$ cat src/rtl/mem_arbiter.sv
// Round-robin arbiter sharing one variable-latency memory port between the
// instruction-fetch and data requesters, with a response timeout that turns a hung memory into a bus error.
module mem_arbiter #(
   parameter int XLEN           = 32,
   parameter int TIMEOUT_CYCLES = 255,
   parameter int CNT_W          = 8
) (
   input  logic            clk,
   input  logic            reset,
   input  logic            i_valid,
   input  logic [XLEN-1:0] i_addr,
   output logic            i_ready,
   output logic            i_rvalid,
   output logic [XLEN-1:0] i_rdata,
   output logic            i_rerr,
   input  logic            d_valid,
   input  logic [XLEN-1:0] d_addr,
   input  logic            d_we,
   input  logic [XLEN-1:0] d_wdata,
   input  logic [XLEN-1:0] d_wmask,
   output logic            d_ready,
   output logic            d_rvalid,
   output logic [XLEN-1:0] d_rdata,
   output logic            d_rerr,
   output logic            m_valid,
   output logic [XLEN-1:0] m_addr,
   output logic            m_we,
   output logic [XLEN-1:0] m_wdata,
   output logic [XLEN-1:0] m_wmask,
   input  logic            m_ready,
   input  logic            m_rvalid,
   input  logic [XLEN-1:0] m_rdata
);

   typedef enum logic [1:0] {
      ST_IDLE  = 2'd0,
      ST_ISSUE = 2'd1,
      ST_RESP  = 2'd2
   } state_t;

   localparam bit             TO_EN   = (TIMEOUT_CYCLES != 0);
   localparam logic [CNT_W:0] TO_LIM  = (CNT_W+1)'(TIMEOUT_CYCLES);
   localparam logic [CNT_W-1:0] CNT_MAX = {CNT_W{1'b1}};
   localparam logic [CNT_W-1:0] CNT_ONE = {{(CNT_W-1){1'b0}}, 1'b1};

   state_t            state_r;
   state_t            state_nxt_s;
   logic              owner_r;
   logic              last_grant_r;
   logic [XLEN-1:0]   addr_r;
   logic              we_r;
   logic [XLEN-1:0]   wdata_r;
   logic [XLEN-1:0]   wmask_r;
   logic [CNT_W-1:0]  cnt_r;

   logic              grant_i_s;
   logic              grant_d_s;
   logic              grant_s;
   logic              busy_s;
   logic              done_s;
   logic              timeout_s;
   logic [CNT_W:0]    elapsed_s;

   // Round-robin grant decision, only possible while idle and out of reset.
   always_comb begin
      grant_i_s = 1'b0;
      grant_d_s = 1'b0;
      if ((state_r == ST_IDLE) && !reset) begin
         if (i_valid && d_valid) begin
            grant_i_s = last_grant_r;
            grant_d_s = ~last_grant_r;
         end else begin
            grant_i_s = i_valid;
            grant_d_s = d_valid;
         end
      end else begin
         grant_i_s = 1'b0;
         grant_d_s = 1'b0;
      end
   end

   assign grant_s = grant_i_s | grant_d_s;
   assign busy_s  = (state_r == ST_ISSUE) || (state_r == ST_RESP);
   assign done_s  = (state_r == ST_RESP) && m_rvalid;

   // Expiry is decided one cycle early so the registered error response
   // appears exactly TIMEOUT_CYCLES after the grant.
   always_comb begin
      elapsed_s = {1'b0, cnt_r} + (CNT_W+1)'(2);
      timeout_s = 1'b0;
      if (TO_EN && busy_s) begin
         timeout_s = (elapsed_s >= TO_LIM);
      end else begin
         timeout_s = 1'b0;
      end
   end

   // State register.
   always_ff @(posedge clk) begin
      if (reset) begin
         state_r <= ST_IDLE;
      end else begin
         state_r <= state_nxt_s;
      end
   end

   // Next-state logic; completion takes priority over a same-cycle expiry.
   always_comb begin
      state_nxt_s = state_r;
      case (state_r)
         ST_IDLE: begin
            if (grant_s) begin
               state_nxt_s = ST_ISSUE;
            end else begin
               state_nxt_s = ST_IDLE;
            end
         end
         ST_ISSUE: begin
            if (timeout_s) begin
               state_nxt_s = ST_IDLE;
            end else if (m_ready) begin
               state_nxt_s = ST_RESP;
            end else begin
               state_nxt_s = ST_ISSUE;
            end
         end
         ST_RESP: begin
            if (done_s || timeout_s) begin
               state_nxt_s = ST_IDLE;
            end else begin
               state_nxt_s = ST_RESP;
            end
         end
         default: state_nxt_s = ST_IDLE;
      endcase
   end

   // Output logic: accept pulses and memory request valid.
   always_comb begin
      i_ready = grant_i_s;
      d_ready = grant_d_s;
      m_valid = 1'b0;
      case (state_r)
         ST_ISSUE: m_valid = 1'b1;
         default:  m_valid = 1'b0;
      endcase
   end

   assign m_addr  = addr_r;
   assign m_we    = we_r;
   assign m_wdata = wdata_r;
   assign m_wmask = wmask_r;

   // Request latch, ownership, round-robin history and saturating timeout counter.
   always_ff @(posedge clk) begin
      if (reset) begin
         owner_r      <= 1'b0;
         last_grant_r <= 1'b1;
         addr_r       <= {XLEN{1'b0}};
         we_r         <= 1'b0;
         wdata_r      <= {XLEN{1'b0}};
         wmask_r      <= {XLEN{1'b0}};
         cnt_r        <= {CNT_W{1'b0}};
      end else if (grant_s) begin
         owner_r      <= grant_d_s;
         last_grant_r <= grant_d_s;
         cnt_r        <= {CNT_W{1'b0}};
         if (grant_d_s) begin
            addr_r  <= d_addr;
            we_r    <= d_we;
            wdata_r <= d_wdata;
            wmask_r <= d_wmask;
         end else begin
            addr_r  <= i_addr;
            we_r    <= 1'b0;
            wdata_r <= {XLEN{1'b0}};
            wmask_r <= {XLEN{1'b0}};
         end
      end else if (busy_s) begin
         if (cnt_r != CNT_MAX) begin
            cnt_r <= cnt_r + CNT_ONE;
         end else begin
            cnt_r <= cnt_r;
         end
      end else begin
         cnt_r <= cnt_r;
      end
   end

   // Registered responses routed to the owner only; responses outside RESP are dropped.
   always_ff @(posedge clk) begin
      if (reset) begin
         i_rvalid <= 1'b0;
         i_rdata  <= {XLEN{1'b0}};
         i_rerr   <= 1'b0;
         d_rvalid <= 1'b0;
         d_rdata  <= {XLEN{1'b0}};
         d_rerr   <= 1'b0;
      end else begin
         i_rvalid <= 1'b0;
         i_rerr   <= 1'b0;
         d_rvalid <= 1'b0;
         d_rerr   <= 1'b0;
         if (done_s) begin
            if (owner_r) begin
               d_rvalid <= 1'b1;
               d_rdata  <= m_rdata;
            end else begin
               i_rvalid <= 1'b1;
               i_rdata  <= m_rdata;
            end
         end else if (timeout_s) begin
            if (owner_r) begin
               d_rvalid <= 1'b1;
               d_rerr   <= 1'b1;
               d_rdata  <= {XLEN{1'b0}};
            end else begin
               i_rvalid <= 1'b1;
               i_rerr   <= 1'b1;
               i_rdata  <= {XLEN{1'b0}};
            end
         end else begin
            i_rvalid <= 1'b0;
            d_rvalid <= 1'b0;
         end
      end
   end

endmodule

$ cat config.mk
export PLATFORM = sky130hd
export DESIGN_NAME = mem_arbiter
export DESIGN_NICKNAME = d
export VERILOG_FILES = /design/src/rtl/mem_arbiter.sv
export SDC_FILE = /design/constraint.sdc
export NUM_CORES = 1
export LEC_CHECK = 0
export ABC_AREA = 1
export BUFFER_PORTS_ARGS = -buffer_cell sky130_fd_sc_hd__buf_2
export CAP_MARGIN = 15
export CORE_AREA = 2 2 131 133
export CTS_BUF_LIST = sky130_fd_sc_hd__clkbuf_4 sky130_fd_sc_hd__clkbuf_8
export CTS_CLUSTER_DIAMETER = 80
export CTS_CLUSTER_SIZE = 25
export DETAILED_ROUTE_END_ITERATION = 8
export DIE_AREA = 0 0 133 135
export PLACE_DENSITY = 0.74
export SLEW_MARGIN = 25
export SYNTH_ARGS = -nofsm -noshare
export SYNTH_HDL_FRONTEND = slang
export SYNTH_SLANG_ARGS = --single-unit
$ cat constraint.sdc
create_clock -name clk -period 2.4 [get_ports clk]
set_clock_uncertainty 0.2 [all_clocks]
set_input_delay 0.12 -clock clk [delete_from_list [all_inputs] [get_ports clk]]
set_output_delay 0.12 -clock clk [all_outputs]
set_load 0.1 [all_outputs]
==> results.toml <==
[status]
status = "complete, no violations"

[placement]
portBuffers = 334
gp_congestion = 0.835
pre_cts_slack_ns = 0.246
place_inst = 1373
dp_hpwl_um = 15100
placed_area_um2 = 8640

[logic_synthesis]
synth_edf_count = 0
synth_cell_type_count = 25
async_reset_ff_share_pct = 0
synth-main-ff-cell = "dfxtp_1"
syn_nets = 1028
yosysSeqAreaShare_pct = 52.4
netlist.area_leader.share_pct = 52.4
syn_area_um2 = 6760
avgSynthCellArea_um2 = 7.93
synth_area_leader_cell = "dfxtp_1"
synth-seq-cells = 177
yosysWarnings = 0
synth_cells = 853
yosys-top-cells-area = "dfxtp_1 (52%), nand2_1 (14%), a22o_1 (8.4%)"

[global_routing]
met1_usage_pct = 31.7
grt_pass1_vias = 7868
grt_pass1_wl_um = 40000
grtUsageMet3_pct = 8.67
antenna_found_initial = 1
grt_overflow_total = 0
grt_max_degree = 67
groute.usage.overall_pct = 27.9
gr-usage-met2_pct = 46.5
busiest_layer = "met2"

[floorplan]
die_w_um = 133
die_y_um = 135
fp-row-count = 47
pin_count = 335
core_area_um2 = 16400
initial_utilization_pct = 41.2
dieArea_um2 = 18000

[worst_setup_path]
cp.required_ns = 2.08
critPathLaunchType = "register"
cp-end-kind = "output pin"
critPathArrivalTime_ns = 1.97
r2r_cells = 12
worstSetupPathType = "register to output pin"
worst-path-max-fanout = 8

[cts]
clock_path_buffers = 2
h-tree-depth = 4
cts.reportedPaths.clkPinSlew_ns = 0.08
cts.sinks = 177
numCtsBuffers = 17
insertion_delay_ns = 0.45
cts-root-buf = "clkbuf_8"
tritoncts = "yes"

[timing]
worst_pin_slew_ns = 0.577
fmax_mhz = 436
final.period_utilization_pct = 95.5
finalHoldViolCount = 0
setup_ws_ns = 0.107
setup_violations = 0
relSlewSlack_pct = 61.8
slew_viol_final = 0
fin_crit_ns = 2.29

[flow_run]
drv_cap = 0

[finish]
layout_common_cells = "buf_2 (332), nand2_1 (259), dfxtp_1 (177), dlygate4sd3_1 (166), nand3_1 (106)"
final_common_cell = "buf_2"
syn2layout_area_growth_pct = 59.1
stdcell_count = 1574
final_nets = 1515
final_area_um2 = 10800
drive_gt1_share_pct = 29.2

[power]
p_per_area_nw_per_um2 = 665
leakagePower_nw = 5.65
peakVddDrop_mv = 0.436

[route]
drc = 0
drt-total-wl_um = 25800
initialDrtViolationCount = 518
via_count = 7902
ant_nets = 0
avgViaCountPerCell = 5.02
wl_per_cell_um = 16.4
dr.pass1.iters = 5

[min_path]
hold_depth = 4
hold_class = "input port to register"
==> per-stage QoR <==
stage	hold WS, ns	setup TNS [ns]	utilization, %	power [mW]
floorplan	0.0462	0	-	4.50
global placement	0.135	0	52.6	4.88
detailed placement	0.135	0	52.6	4.89
CTS	0.0159	0	65.4	7.12
global route	0.0832	-0.00483	65.6	7.41
finish	0.0458	0	65.6	7.15
==> sequential cells by signal, indices dropped and copies added, names as in the netlist, 2 cells and up <==
register / count
i_rdata: 32
m_wmask: 32
state_r: 2
m_wdata: 32
d_rdata: 32
cnt_r: 8
m_addr: 32
==> report_power, final <==
group	leakage, nW	switching [mW]	internal (mW)
registers	1.44	0.0792	3.07
clock network	0.195	1.10	0.939
logic	4.02	1.43	0.531
==> critical path, cell delays in order (launching register included) <==
cell	delay (ns)
dfxtp_1	0.37
inv_1	0.08
ha_1	0.21
inv_1	0.07
nor2_2	0.05
nand3_1	0.18
clkinvlp_4	0.26
buf_4	0.31
==> Yosys cell counts, types with 2 or more instances <==
| cell type | count |
|---|---|
| clkinv_1 | 2 |
| inv_1 | 81 |
| buf_4 | 7 |
| a21oi_1 | 41 |
| nor2_1 | 47 |
| dfxtp_1 | 177 |
| buf_1 | 7 |
| clkbuf_1 | 19 |
| nor4_1 | 2 |
| xnor2_1 | 2 |
| a22o_1 | 65 |
| buf_2 | 18 |
| nand3_1 | 106 |
| inv_2 | 3 |
| nand2_1 | 259 |
| ha_1 | 8 |
==> logic make-up (layout without fill, tap and decap cells) <==
kind of cell / count (synthesis) / count (layout) / synth area share, %
adders and majority gates: 8 / 8 / 1.48
DFF: 177 / 177 / 52.4
other: 0 / 1 / 0
xor gates and xnor gates: 3 / 3 / 0.389
AOI/OAI and AO/OA: 109 / 109 / 11.8
buffers and inverters: 137 / 637 / 8.33
and+or+nand+nor: 419 / 419 / 25.6
==> worst paths after layout <==
kind,end,slack [ns],start
min reg2reg,d_rdata[16]$_SDFFE_PP0P_,0.27,d_rdata[16]$_SDFFE_PP0P_
max,i_ready,0.11,state_r[0]$_SDFF_PP0_
max reg2reg,m_addr[2]$_SDFFE_PP0P_,0.14,state_r[0]$_SDFF_PP0_
min,d_rerr$_SDFF_PP0_,0.05,m_rvalid
==> timing repair <==
item	4_1_cts	5_1_grt
pin swaps	0	1
hold buffers	166	0
setup buffers	0	1
endpoints found under the hold margin	169	0
gates cloned	1	0
gates resized for setup	2	6
setup endpoints to repair	2	4
==> routing by layer <==
layer	vias up	share of wire [%]
li1	3729	-
met1	3652	39
met2	414	48
met3	107	8.2
met4	0	4.8
met5	-	0
==> area by class of cell <==
type	count	area, um^2
flip-flops and latches	177	3540
diodes	1	2.50
multi-input cells	539	2660
inverters	86	332
clock inverters	10	100
clock buffers	22	290
repair buffers	519	3550
fillers	1228	5650
well taps	220	275
Power figures use the tool's default switching activity.
